File: config.mk
export PLATFORM = sky130hd
export DESIGN_NAME = cpu_run_ctrl
export DESIGN_NICKNAME = d
export VERILOG_FILES = /design/src/rtl/cpu_run_ctrl.sv
export SDC_FILE = /design/constraint.sdc
export NUM_CORES = 1
export LEC_CHECK = 0
export CAP_MARGIN = 10
export CORE_UTILIZATION = 23
export CTS_CLUSTER_DIAMETER = 120
export DETAILED_ROUTE_END_ITERATION = 6
export HOLD_SLACK_MARGIN = 0.03
export PLACE_DENSITY_LB_ADDON = 0.2
export RECOVER_POWER = 25
export SYNTH_ARGS = -nofsm -noshare
export SYNTH_HDL_FRONTEND = slang
export SYNTH_SLANG_ARGS = --single-unit
File: constraint.sdc
create_clock -name CLK -period 2.5 [get_ports CLK]
set_clock_uncertainty 0.2 [all_clocks]
set_input_delay 0.5 -clock CLK [delete_from_list [all_inputs] [get_ports CLK]]
set_output_delay 0.5 -clock CLK [all_outputs]
set_load 0.01 [all_outputs]
File: src/rtl/cpu_run_ctrl.sv
// rtl/cpu_run_ctrl.sv - run/step/halt controller owning the mips reset and clock enable
module cpu_run_ctrl #(
    parameter int RESET_CYCLES = 2,
    parameter int CNT_WIDTH    = 32
) (
    input  logic                 CLK,
    input  logic                 Reset,
    input  logic                 cmd_valid,
    input  logic [2:0]           cmd_code,
    input  logic [15:0]          step_count,
    input  logic                 bp_en,
    input  logic [31:0]          bp_addr,
    input  logic [31:0]          cpu_pc,
    input  logic                 cpu_halt_req,
    output logic                 cpu_reset,
    output logic                 cpu_clk_en,
    output logic                 cmd_ready,
    output logic [1:0]           state,
    output logic [CNT_WIDTH-1:0] cycle_count,
    output logic                 bp_hit
);

    typedef enum logic [1:0] {
        ST_RST    = 2'd0,
        ST_HALTED = 2'd1,
        ST_RUN    = 2'd2,
        ST_STEP   = 2'd3
    } state_t;

    localparam int RC_W = (RESET_CYCLES > 1) ? $clog2(RESET_CYCLES) : 1;

    state_t                 st, st_n;
    logic [RC_W-1:0]        rst_cnt, rst_cnt_n;
    logic [15:0]            remaining, remaining_n;
    logic                   skip_bp, skip_bp_n;
    logic                   bp_hit_n;
    logic                   clear_count;
    logic [CNT_WIDTH-1:0]   cycle_count_n;

    logic acc, acc_run, acc_halt, acc_step, acc_reset;
    logic bp_match, stop, active;

    assign acc       = cmd_valid && cmd_ready;
    assign acc_run   = acc && (cmd_code == 3'd1);
    assign acc_halt  = acc && (cmd_code == 3'd2);
    assign acc_step  = acc && (cmd_code == 3'd3);
    assign acc_reset = acc && (cmd_code == 3'd4);

    // skip_bp lets the instruction sitting on the breakpoint execute once on resume
    assign bp_match = bp_en && (cpu_pc == bp_addr) && !skip_bp;
    assign stop     = bp_match || cpu_halt_req || acc_halt;
    assign active   = (st == ST_RUN) || (st == ST_STEP);

    assign cpu_clk_en = active && !stop && !acc_reset && !Reset;
    assign state      = st;

    always_comb begin
        st_n        = st;
        rst_cnt_n   = rst_cnt;
        remaining_n = remaining;
        skip_bp_n   = skip_bp;
        bp_hit_n    = bp_hit;
        clear_count = 1'b0;
        case (st)
            ST_RST: begin
                if (rst_cnt == RC_W'(RESET_CYCLES - 1)) begin
                    st_n      = ST_HALTED;
                    rst_cnt_n = '0;
                end else begin
                    rst_cnt_n = rst_cnt + 1'b1;
                end
            end
            ST_HALTED: begin
                if (acc_run || acc_step || acc_reset) begin
                    bp_hit_n  = 1'b0;
                    skip_bp_n = 1'b1;
                end
                if (acc_run) begin
                    st_n = ST_RUN;
                end else if (acc_step) begin
                    st_n        = ST_STEP;
                    remaining_n = (step_count == 16'd0) ? 16'd1 : step_count;
                end else if (acc_reset) begin
                    st_n        = ST_RST;
                    rst_cnt_n   = '0;
                    clear_count = 1'b1;
                end
            end
            default: begin
                skip_bp_n = 1'b0;
                if (acc_reset) begin
                    st_n        = ST_RST;
                    rst_cnt_n   = '0;
                    clear_count = 1'b1;
                end else if (stop) begin
                    st_n     = ST_HALTED;
                    bp_hit_n = bp_match;
                end else if (st == ST_STEP) begin
                    remaining_n = remaining - 16'd1;
                    if (remaining == 16'd1) begin
                        st_n = ST_HALTED;
                    end
                end
            end
        endcase

        cycle_count_n = cycle_count;
        if (clear_count) begin
            cycle_count_n = '0;
        end else if (cpu_clk_en && (cycle_count != {CNT_WIDTH{1'b1}})) begin
            cycle_count_n = cycle_count + 1'b1;
        end
    end

    always_ff @(posedge CLK) begin
        if (Reset) begin
            st          <= ST_RST;
            rst_cnt     <= '0;
            remaining   <= '0;
            skip_bp     <= 1'b0;
            bp_hit      <= 1'b0;
            cycle_count <= '0;
            cpu_reset   <= 1'b1;
            cmd_ready   <= 1'b0;
        end else begin
            st          <= st_n;
            rst_cnt     <= rst_cnt_n;
            remaining   <= remaining_n;
            skip_bp     <= skip_bp_n;
            bp_hit      <= bp_hit_n;
            cycle_count <= cycle_count_n;
            cpu_reset   <= (st_n == ST_RST);
            cmd_ready   <= (st_n != ST_RST);
        end
    end

endmodule
Yosys cells after proc, flatten, opt, wreduce, memory -nomap -nowiden
Cells that the tools add are included.
W data, S select, Z words.

word-level totals
  input port bits = 88
  output and inout bits = 38
  word-level logic and storage cells = 90
  bits in registers = 55

cells by class
  bitwise operators = 1
  muxes and demuxes = 31
  equal/unequal tests = 16
  add/sub/neg operators = 3
  reduce and logical (&&, ||, !) cells = 31

operators by type and width
  cell                     count
  $mux W16                 6
  $add A32 B1 Y32 const B  1
  $eq A32 B32 Y1           1
  $ne A32 B32 Y1 const B   1
  $pmux W16 S2             1
  $eq A16 B1 Y1 const B    1
  $logic_not A16 Y1        1
  $mux W2                  8
  $sub A16 B1 Y16 const B  1
  $logic_and A1 B1 Y1      11
  $mux W1                  11
  $ne A2 B2 Y1 const B     4
  $pmux W1 S2              4
  $eq A3 B2 Y1 const B     2
  $reduce_and A6 Y1        1
  $reduce_bool A2 Y1       3
  $logic_or A1 B1 Y1       5
  $eq A2 B2 Y1 const B     2
  $logic_not A1 Y1         4
  $logic_not A2 Y1         2
  $ne A2 B1 Y1 const B     2
  $pmux W2 S2              1
  $reduce_and A2 Y1        2
  $reduce_and A4 Y1        1
  6 further kinds          6

Longest topological paths before layout
Gate-level depths: netlist (run 1).

  depth after elaboration = 10
  mapped depth = 10
  depth with buffers taken out = 8

Worst setup path after synthesis (run 1)
OpenSTA, ideal clock, no wires.

  path kind = input -> register
  start = input cpu_pc[6]
  end = register cmd_ready
  setup time = 0.120 ns
  arrival = 2.189 ns
  setup slack = -0.009 ns
  data required time = 2.180 ns
  path buffers = 0
  stages = 8
  cells stage by stage = nor2b_1 a2111o_1 nor4_2 nand4_2 nand2_1 clkinv_1 a22o_1 or2_1

on the way
  word-level cells in the longest chain between the ends = 9

RTL lines
  what                              line  RTL
  start, declared                   13    input logic [31:0] cpu_pc,
  $eq A32 B32 Y1                    50    assign bp_match = bp_en && (cpu_pc == bp_addr) && !skip_bp;
  $logic_and A1 B1 Y1 (2 in a row)  50
  $logic_or A1 B1 Y1 (2 in a row)   51    assign stop = bp_match || cpu_halt_req || acc_halt;
  $mux W2                           95    end else if (stop) begin
  $mux W2                           91    if (acc_reset) begin
  $pmux W2 S2                       64    case (st)
  $reduce_bool A2 Y1                133   cmd_ready <= (st_n != ST_RST);
  end signal, assigned              133
  end, declared                     17    output logic cmd_ready,

No other way between the ends.
A chain may end at the register's enable or synchronous reset.

Worst setup path in the final report (run 1)
  start = input cpu_pc[6]
  end = output cpu_clk_en

on the way
  word-level cells in the longest chain between the ends = 9

RTL lines
  what                              line  RTL
  $eq A32 B32 Y1                    50
  $logic_and A1 B1 Y1 (2 in a row)  50
  $logic_or A1 B1 Y1 (2 in a row)   51
  $logic_not A1 Y1                  54    assign cpu_clk_en = active && !stop && !acc_reset && !Reset;
  $logic_and A1 B1 Y1 (3 in a row)  54
  end, declared                     16    output logic cpu_clk_en,

No other way between the ends.

==> results of run 1 <==
-- synthesized netlist by cell type, types with 2 or more instances --
cell,count
dfxtp_1,55
a21oi_1,41
nand2_1,39
nor2_1,27
xnor2_1,25
inv_1,19
nand3_1,17
nand4_1,17
o21ai_0,16
or3_1,14
nor4_1,13
clkbuf_1,12
nand2b_1,12
nor3_1,12
or4_1,11
o211ai_1,8
nor2b_1,7
o21ai_1,7
buf_2,6
o31ai_1,6
xor2_1,6
mux2i_1,5
o32ai_1,5
o41ai_1,4
ha_1,3
or3_4,3
a211oi_1,2
a31oi_1,2
clkinv_1,2
nand4_2,2
nor4_2,2
o311ai_1,2
or2_1,2
or2_2,2
-- state kept, by name, summed over array words and instances (netlist names) --
| register | cells |
|---|---|
| cycle_count | 32 |
| remaining | 16 |
| state | 2 |
| bp_hit | 1 |
| cmd_ready | 1 |
| cpu_reset | 1 |
| rst_cnt | 1 |
| skip_bp | 1 |
-- area by class of cell --
cell class / count / area (µm²) / area share
Clock buffer: 5 / 125 / 0.0223
Clock inverter: 3 / 46.3 / 0.00824
Inverter: 22 / 88.8 / 0.0158
Multi-Input combinational cell: 337 / 2320 / 0.412
Sequential cell: 55 / 1100 / 0.197
Tap cell: 184 / 230 / 0.0410
Timing Repair Buffer: 196 / 1710 / 0.304
-- critical path, cell delays in order --
cell	delay [ps]
buf_6	90
nor2b_4	110
a2111o_1	410
nor4_4	230
nand4_4	160
nand2_4	120
clkinv_4	50
buf_6	110
-- metal layers --
metal  track usage  part of all wire  vias to the layer above
met5             0                 0                        -
met4        0.0399             0.012                        0
met3        0.0281             0.048                       13
met2         0.274              0.50                       86
met1         0.183              0.44                     1893
li1              -                 -                     1967
-- kinds of logic after synthesis --
kind of cell / share of synthesized area
xor gates and xnor gates: 0.0800
adders and majority gates: 0.0111
buffers and inverters: 0.0465
AOI/OAI and AO/OA: 0.204
muxes: 0.0148
and+or+nand+nor: 0.319
DFF: 0.325
-- path summary, 6_finish.rpt --
| check | startpoint | end | slack [ps] | cells past startpoint |
|---|---|---|---|---|
| max reg2reg | remaining[8]$_SDFFE_PP0P_ | remaining[15]$_SDFFE_PP0P_ | 50 | 7 |
| max | cpu_pc[6] | cpu_clk_en | 3 | 8 |
| min | skip_bp$_SDFFE_PP0P_ | skip_bp$_SDFFE_PP0P_ | 270 | 2 |
| min reg2reg | skip_bp$_SDFFE_PP0P_ | skip_bp$_SDFFE_PP0P_ | 270 | 2 |
-- power groups by stage --
stage                     registers (mW)  logic [mW]  clock network, mW
after global placement             0.919       0.411                  0
final                              0.898       0.400              0.840
after CTS                          0.898       0.404              0.865
after floorplan                    0.920       0.175                  0
after global routing               0.900       0.440              0.893
after detailed placement           0.919       0.415                  0
-- repair_timing --
item / 4_1_cts / 5_1_grt
pin swaps: 35 / 40
setup endpoints to repair: 42 / 38
hold buffers: 0 / 0
setup buffers: 9 / 1
gates cloned: 1 / 0
gates resized for setup: 99 / 110
-- stage by stage --
step                      area (µm²)  utilization
after floorplan                 3390            -
after global placement          5310        0.366
after detailed placement        5310        0.366
after CTS                       5560        0.384
after global routing            5620        0.388
final                           5620        0.388
==> out/results.ini, run 1 <==
[status]
status=finished, final reports clean

[pwr]
p_clk_frac=0.393
p_switching_mw=0.556
switching_share=0.260
ir_drop_uv=230
intPower_mw=1.58
pwr-share-seq=0.420
combPwrFrac=0.187
p_per_area_nw_per_um2=381
p_total_mw=2.14
p_leak_nw=2.35

[floorplanning]
die_height_um=123
die_area_um2=15200
fp.dieW_um=123
io_pins=126
start_util=0.234
core_um2=14500
num_rows=44

[layout]
final_cell_mix=63 x buf_4, 52 x dfxtp_1, 38 x nand2_1, 38 x a21oi_1, 33 x clkdlybuf4s50_1
fill_cells=1529
n_antenna_cell=0
final_cells=802
nNetsFinal=708
areaGrowthSynthToFinish_pct=65.6
drive_gt1_frac=0.275
layout_commonest_cell=buf_4

[detailed_routing]
viasPerCell=4.94
vias=3959
routed_wl_um=11600
wl_per_cell_um=14.5
drc=0
first_iter_violations=144
firstDrtPassIters=7
ant_nets=0

[placed_design]
placedCellCount=783
place_hpwl_um=8610
pre_cts_ws_ps=-917
io_buffer_count=125
gp_congestion=0.762

[synthesis]
synth_top_area_frac=0.325
synthFlopType=dfxtp_1
synthCells=432
ys_seq_area_frac=0.325
synth_seq_cells=55
synth_area_um2=3390
ys_async_sr_fraction=0
yosys.area.top_type=dfxtp_1
ys_warn_count=0
synth-edff-count=0
syn_nets=523
synth.area.top_cells=dfxtp_1 32%, xnor2_1 6.5%, a21oi_1 6.0%
yosysUniqueCellTypes=60
synth.avg_cell_area_um2=7.85

[sta]
holdWs_ps=266
setup_violations=0
finalHoldViolCount=0
slew-limit-headroom=0.620
finalCriticalPeriod_ps=2500
timing.fmax_ghz=0.400
post-route-period-util=0.999
tns_ps=0
layout_setup_ws_ps=3.02
finalMaxSlewViolations=0
grt_setup_unrepaired=yes
tightest_slew_ps=570

[clock_network]
cts_max_path_buffers=2
clock_sinks=55
cts_buffers=5
cts_root_buf=clkbuf_16
htree_levels=2
clk_pin_slew_ps=70
cts_tree=built
clkLatencyLatePin_ps=300

[global_routing]
grt_pass1_wl_um=18200
grt_max_degree=34
grt.total_usage=0.152
overflow=0
antenna_found_initial=0
grt_pass1_vias=3779

[setup_path]
crit_required_ps=1800
cp-end-kind=output port
crit_type=input pin to output port
cp.arrival_ps=1800
cp_max_fo=2
start_kind=input pin

[run]
drv_cap=0

[min_path]
holdCritPathClass=register to register

Note: power is estimated with default switching activity, not from simulation.
==> run 2: changes to the inputs <==
- SETUP_SLACK_MARGIN: unset -> 0.2
- SLEW_MARGIN: unset -> 20
==> run 2 against run 1 <==
Compared with the run above: the run now ends with setup timing left; sequential share of layout area is 1.6 points lower; total power decreased by 2.8%; setup slack worse by 36 ps; register-to-register slack got worse by 80 ps; critical path type is now register to register; critical endpoint is now remaining[15]$_SDFFE_PP0P_; first-iteration DRC count decreased by 8.3%; die area unchanged; largest cell class unchanged; flip-flop and latch count unchanged; design area is 8.9% higher; utilization rose by 3.4 points; clock-buffer cell count grew 1.
==> out/results.ini, run 2 (synthesis gave the netlist of run 1 again) <==
[sta]
holdWs_ps=269  ; +3.07 ps
tns_ps=-68.1  ; -68.1 ps
grt_setup_unrepaired=yes
finalCriticalPeriod_ps=2530  ; +36.5 ps
post-route-period-util=1.01  ; +0.0146
layout_setup_ws_ps=-33.5  ; -36.5 ps
finalHoldViolCount=0  ; unchanged
tightest_slew_ps=483  ; -87.1 ps
slew-limit-headroom=0.677  ; +0.0573
finalMaxSlewViolations=0  ; unchanged
timing.fmax_ghz=0.395  ; -1.4%
setup_violations=3  ; +3

[setup_path]
start_kind=register
cp_max_fo=3  ; +1
cp-end-kind=register
cp.arrival_ps=2510  ; +710 ps
crit_required_ps=2480  ; +680 ps
reg2reg_slack_ps=-30  ; -80 ps
crit_type=register to register

[pwr]
ir_drop_uv=306  ; +33%
switching_share=0.271  ; +0.0109
p_total_mw=2.08  ; -2.8%
intPower_mw=1.52  ; -4.3%
p_switching_mw=0.563  ; +1.2%
p_per_area_nw_per_um2=340  ; -11%
p_leak_nw=2.41  ; +2.7%
pwr-share-seq=0.433  ; +0.013
combPwrFrac=0.195  ; +0.008
p_clk_frac=0.372  ; -0.021

[layout]
n_antenna_cell=0  ; unchanged
fill_cells=1478  ; -3.3%
largest_register=cycle_count
final_cells=822  ; +2.5%
layout_commonest_cell=buf_4
areaGrowthSynthToFinish_pct=80.3
largest_reg_flops=32  ; unchanged
drive_gt1_frac=0.324  ; +0.0494
utilization=0.422  ; +0.0344
multi_input_area_um2=2550  ; +10%
nNetsFinal=728  ; +2.8%
design_area_um2=6120  ; +8.9%
seq_area_um2=1110  ; +0.23%
final_cell_mix=59 x buf_4, 50 x dfxtp_1, 39 x dlygate4sd2_1, 37 x nand2_1, 33 x clkdlybuf4s50_1

[placed_design]
place_hpwl_um=8380  ; -2.7%
io_buffer_count=125  ; unchanged
post_dp_cell_area_um2=5290  ; -0.26%
gp_congestion=0.743  ; -2.6%
pre_cts_ws_ps=-835  ; +82.4 ps
placedCellCount=783  ; unchanged

[clock_network]
cts_buffers=5  ; unchanged
htree_levels=2  ; unchanged
cts_tree=built
cts_max_path_buffers=2  ; unchanged
clk_pin_slew_ps=80  ; about the same
clock_sinks=55  ; unchanged
clkLatencyLatePin_ps=300  ; about the same
hold_buffers=0  ; unchanged
cts_root_buf=clkbuf_16

[detailed_routing]
routed_wl_um=11800  ; +1.6%
first_iter_violations=132  ; -8.3%
ant_nets=0  ; unchanged
firstDrtPassIters=4  ; -3
viasPerCell=4.84  ; -1.9%
wl_per_cell_um=14.3  ; -0.84%
vias=3981  ; +0.56%
drc=0  ; unchanged

[floorplanning]
die_area_um2=15200  ; unchanged
fp.dieW_um=123  ; unchanged
core_um2=14500  ; unchanged
die_height_um=123  ; unchanged
io_pins=126  ; unchanged
num_rows=44  ; unchanged
start_util=0.234  ; unchanged

[global_routing]
overflow=0  ; unchanged
grt.total_usage=0.154  ; +0.00188
grt_max_degree=34  ; unchanged
antenna_found_initial=1  ; +1
grt_pass1_wl_um=18700  ; +2.6%
grt_pass1_vias=3937  ; +4.2%

[status]
status=finished, violations left
violations=setup timing

[min_path]
holdCritPathClass=register to register

[run]
drv_cap=0  ; unchanged

run 2: power by group through the flow:
stage	combinational (mW)	clock [mW]	sequential (mW)
6_report	0.405	0.773	0.899
5_1_grt	0.443	0.836	0.901
4_1_cts	0.395	0.801	0.900
3_5_place_dp	0.413	0	0.920
3_3_place_gp	0.410	0	0.919
2_1_floorplan	0.178	0	0.920
run 2: final cells by class:
class | count | area share
well taps | 184 | 0.0376
flip-flops and latches | 55 | 0.181
repair buffers | 216 | 0.324
clock buffers | 6 | 0.0227
inverters | 22 | 0.0145
clock inverters | 2 | 0.00286
multi-input cells | 337 | 0.417
run 2: final timing paths:
kind | end | from | cells after the start
max reg2reg | remaining[15]$_SDFFE_PP0P_ | remaining[7]$_SDFFE_PP0P_ | 8
max | remaining[15]$_SDFFE_PP0P_ | remaining[7]$_SDFFE_PP0P_ | 8
min reg2reg | remaining[5]$_SDFFE_PP0P_ | remaining[5]$_SDFFE_PP0P_ | 2
min | remaining[5]$_SDFFE_PP0P_ | remaining[5]$_SDFFE_PP0P_ | 2
run 2: per-layer routing:
| metal | global-route usage | vias up | share of wire |
|---|---|---|---|
| li1 | - | 2014 | - |
| met1 | 0.191 | 1893 | 0.45 |
| met2 | 0.278 | 65 | 0.51 |
| met3 | 0.0295 | 7 | 0.035 |
| met4 | 0.0233 | 2 | 0.0033 |
| met5 | 0 | - | 0.0014 |
run 2: what timing repair did:
item	in CTS	in global routing
setup endpoints to repair	54	53
resized for setup	149	109
setup buffers	20	8
cloned	3	0
pin swaps	48	50
run 2: worst max-delay path, cell delays in order, from the launching register on:
cell	delay (ps)
dfxtp_2	320
or3_4	380
or2_4	240
or3_4	360
buf_6	130
or3_4	380
o21a_1	210
o21ai_2	120
o31ai_2	70
==> edit (config.mk and constraints of run 1) <==
Make the reset (`Reset`) asynchronous in one clocked block.
--- a/src/rtl/cpu_run_ctrl.sv
+++ b/src/rtl/cpu_run_ctrl.sv
@@ -114,3 +114,3 @@
 
-    always_ff @(posedge CLK) begin
+    always_ff @(posedge CLK or posedge Reset) begin
         if (Reset) begin
Formal check against the unedited RTL: differs if Reset is asserted again (counterexample within 4 cycles, from zero or initial values and one cycle with Reset high); with Reset held inactive, the same outputs for 10 cycles.
==> edit against run 1 <==
The run now ends with setup timing left. Core utilization rose by 0.37 points. Largest cell class unchanged. First-iteration DRC count rose by 24%. Sequential share of layout area rose by 3.3 points. Synthesized area rose by 7.2%. Sequential cell count did not move. Cell count rose by 2.5%. Setup slack got worse by 0.21 ns. Wire length fell by 1.1%. Critical path depth rose by 1. Cell area rose by 6.8%.
Power is not compared: it rests on default switching activity, and its combinational part moved more than twofold at a synthesized area within 25%.
==> edit: results (changes against run 1) <==
gr usage total = 14.5% (-0.68 points)
Distinct cells, synth = 57 (-5.0%)
max reg flops = 32 (unchanged)
H-tree levels = 2 (unchanged)
Worst Hold Path EP = rst_cnt
Post-synth ARST share = 100% (+100 points)
DP Worst Slack = -0.924 ns (-0.00704 ns)
failing checks = setup timing
LEAKAGE = 0.00259 uW
Iteration-0 DRC Markers = 178 (+24%)
cell family with most CP delay = simple AND/OR/NAND/NOR gates
setup ws final = -0.209 ns (-0.212 ns)
Final HPWL DP = 8580 um (-0.30%)
# nets final = 701 (-0.99%)
ant diodes = 0 (unchanged)
Area contributors post-synth = dfrtp_1 37%, xnor2_1 6.3%, xor2_1 6.0%
clk_lat worst skew = 0.31 ns
yosys warns = 0 (unchanged)
Worst Setup SP = bp_addr[19]
r2r startpoint = cycle_count[5]
TritonCTS Buffers = 5 (unchanged)
Seq/Total Area, Yosys = 37.9% (+5.4 points)
Biggest register = cycle_count
r2r worst-path depth = 8 (+1)
Vias/cell = 4.53 (-8.2%)
crit path to = cpu_clk_en
CP max stage delay = 0.38 ns (-0.03 ns)
top_reg_cell synth = dfrtp_1
Peak VDD IR = 0.361 mV
initial antenna violation count = 0 (unchanged)
vias in the first global route = 3831 (+1.4%)
hold_sp = rst_cnt
largest net degree at the start of global routing = 34 (unchanged)
crit path DAT = 2.01 ns (+0.21 ns)
DRT Pass-1 Iters = 4 (-3)
Worst Hold Class = reg2reg
layout cells sized above 1 = 25.5% (-2.0 points)
EDFF count, synth = 0 (unchanged)
I/O Buffers = 125 (unchanged)
critical path's slowest cell = nor4_4
# setup viols final = 1 (+1)
worst-path maximum fanout = 2 (unchanged)
first-pass GRT wire length = 18700 um (+2.3%)
WL final = 11500 um (-1.1%)
post-synthesis net count = 502 (-4.0%)
hold slack = 0.285 ns (+0.0193 ns)
hold path cells = 1 (-1)
Worst R2R Setup Slack = 0.06 ns
Routed Antenna Nets = 0 (unchanged)
synth cell count leaders = 54 x dfrtp_1, 45 x nor2_1, 33 x nand2_1
relative slew slack = 10.1% (-52 points)
status = finished with violations
reg-to-reg endpoint = cycle_count[1]
CTS root buf = clkbuf_16
CTS max path bufs = 2 (unchanged)
GP Congestion = 0.752 (-1.3%)
==> edit: layout make-up <==
type	count	area, um^2
Inverter	15	58.8
Clock inverter	3	43.8
Clock buffer	5	125
Fill cell	1567	9320
Timing Repair Buffer	209	1900
Tap cell	211	264
Sequential cell	55	1380
Multi-Input combinational cell	324	2230
==> edit: routing by layer <==
| metal | up-vias | wire length [um] | GRT usage (%) |
|---|---|---|---|
| met3 | 10 | 360 | 2.25 |
| met4 | 0 | 150 | 3.94 |
| met2 | 66 | 6000 | 27.1 |
| met5 | - | 0 | 0 |
| met1 | 1776 | 4960 | 17.0 |
| li1 | 1871 | - | - |
==> edit: cell families after synthesis <==
kind of cell               Yosys count  synth area share [%]
AOI/OAI and AO/OA                   72                  12.5
xor gates and xnor gates            51                  12.3
adders and majority gates            3                  1.03
buffers and inverters               32                  3.96
DFF                                 55                  37.9
muxes                                9                  2.48
and+or+nand+nor                    189                  29.9
==> edit: stage by stage <==
| step | cell area [um^2] | cells | total power [uW] | TNS, ns | util [%] |
|---|---|---|---|---|---|
| global placement | 5670 | 799 | 2460 | -28.52 | 37.0 |
| detailed placement | 5670 | 799 | 2480 | -29.15 | 37.0 |
| floorplan | 3660 | 411 | 1890 | -0.0825 | - |
| global route | 6000 | 822 | 3600 | -2.54 | 39.2 |
| CTS | 5980 | 820 | 3360 | -0.231 | 39.0 |
| finish | 6000 | 822 | 3370 | -0.209 | 39.2 |
==> edit: power breakdown <==
group          leakage (uW)  switching (uW)  internal (uW)
logic               0.00178             655            652
clock network     0.0000838             343            474
registers          0.000724             171           1070
total               0.00259            1170           2200
==> edit: repair_timing <==
action / 4_1_cts / 5_1_grt
resized for setup: 105 / 52
setup buffers: 10 / 4
endpoints found under the setup margin: 50 / 50
gates cloned: 3 / 2
pin swaps: 30 / 23
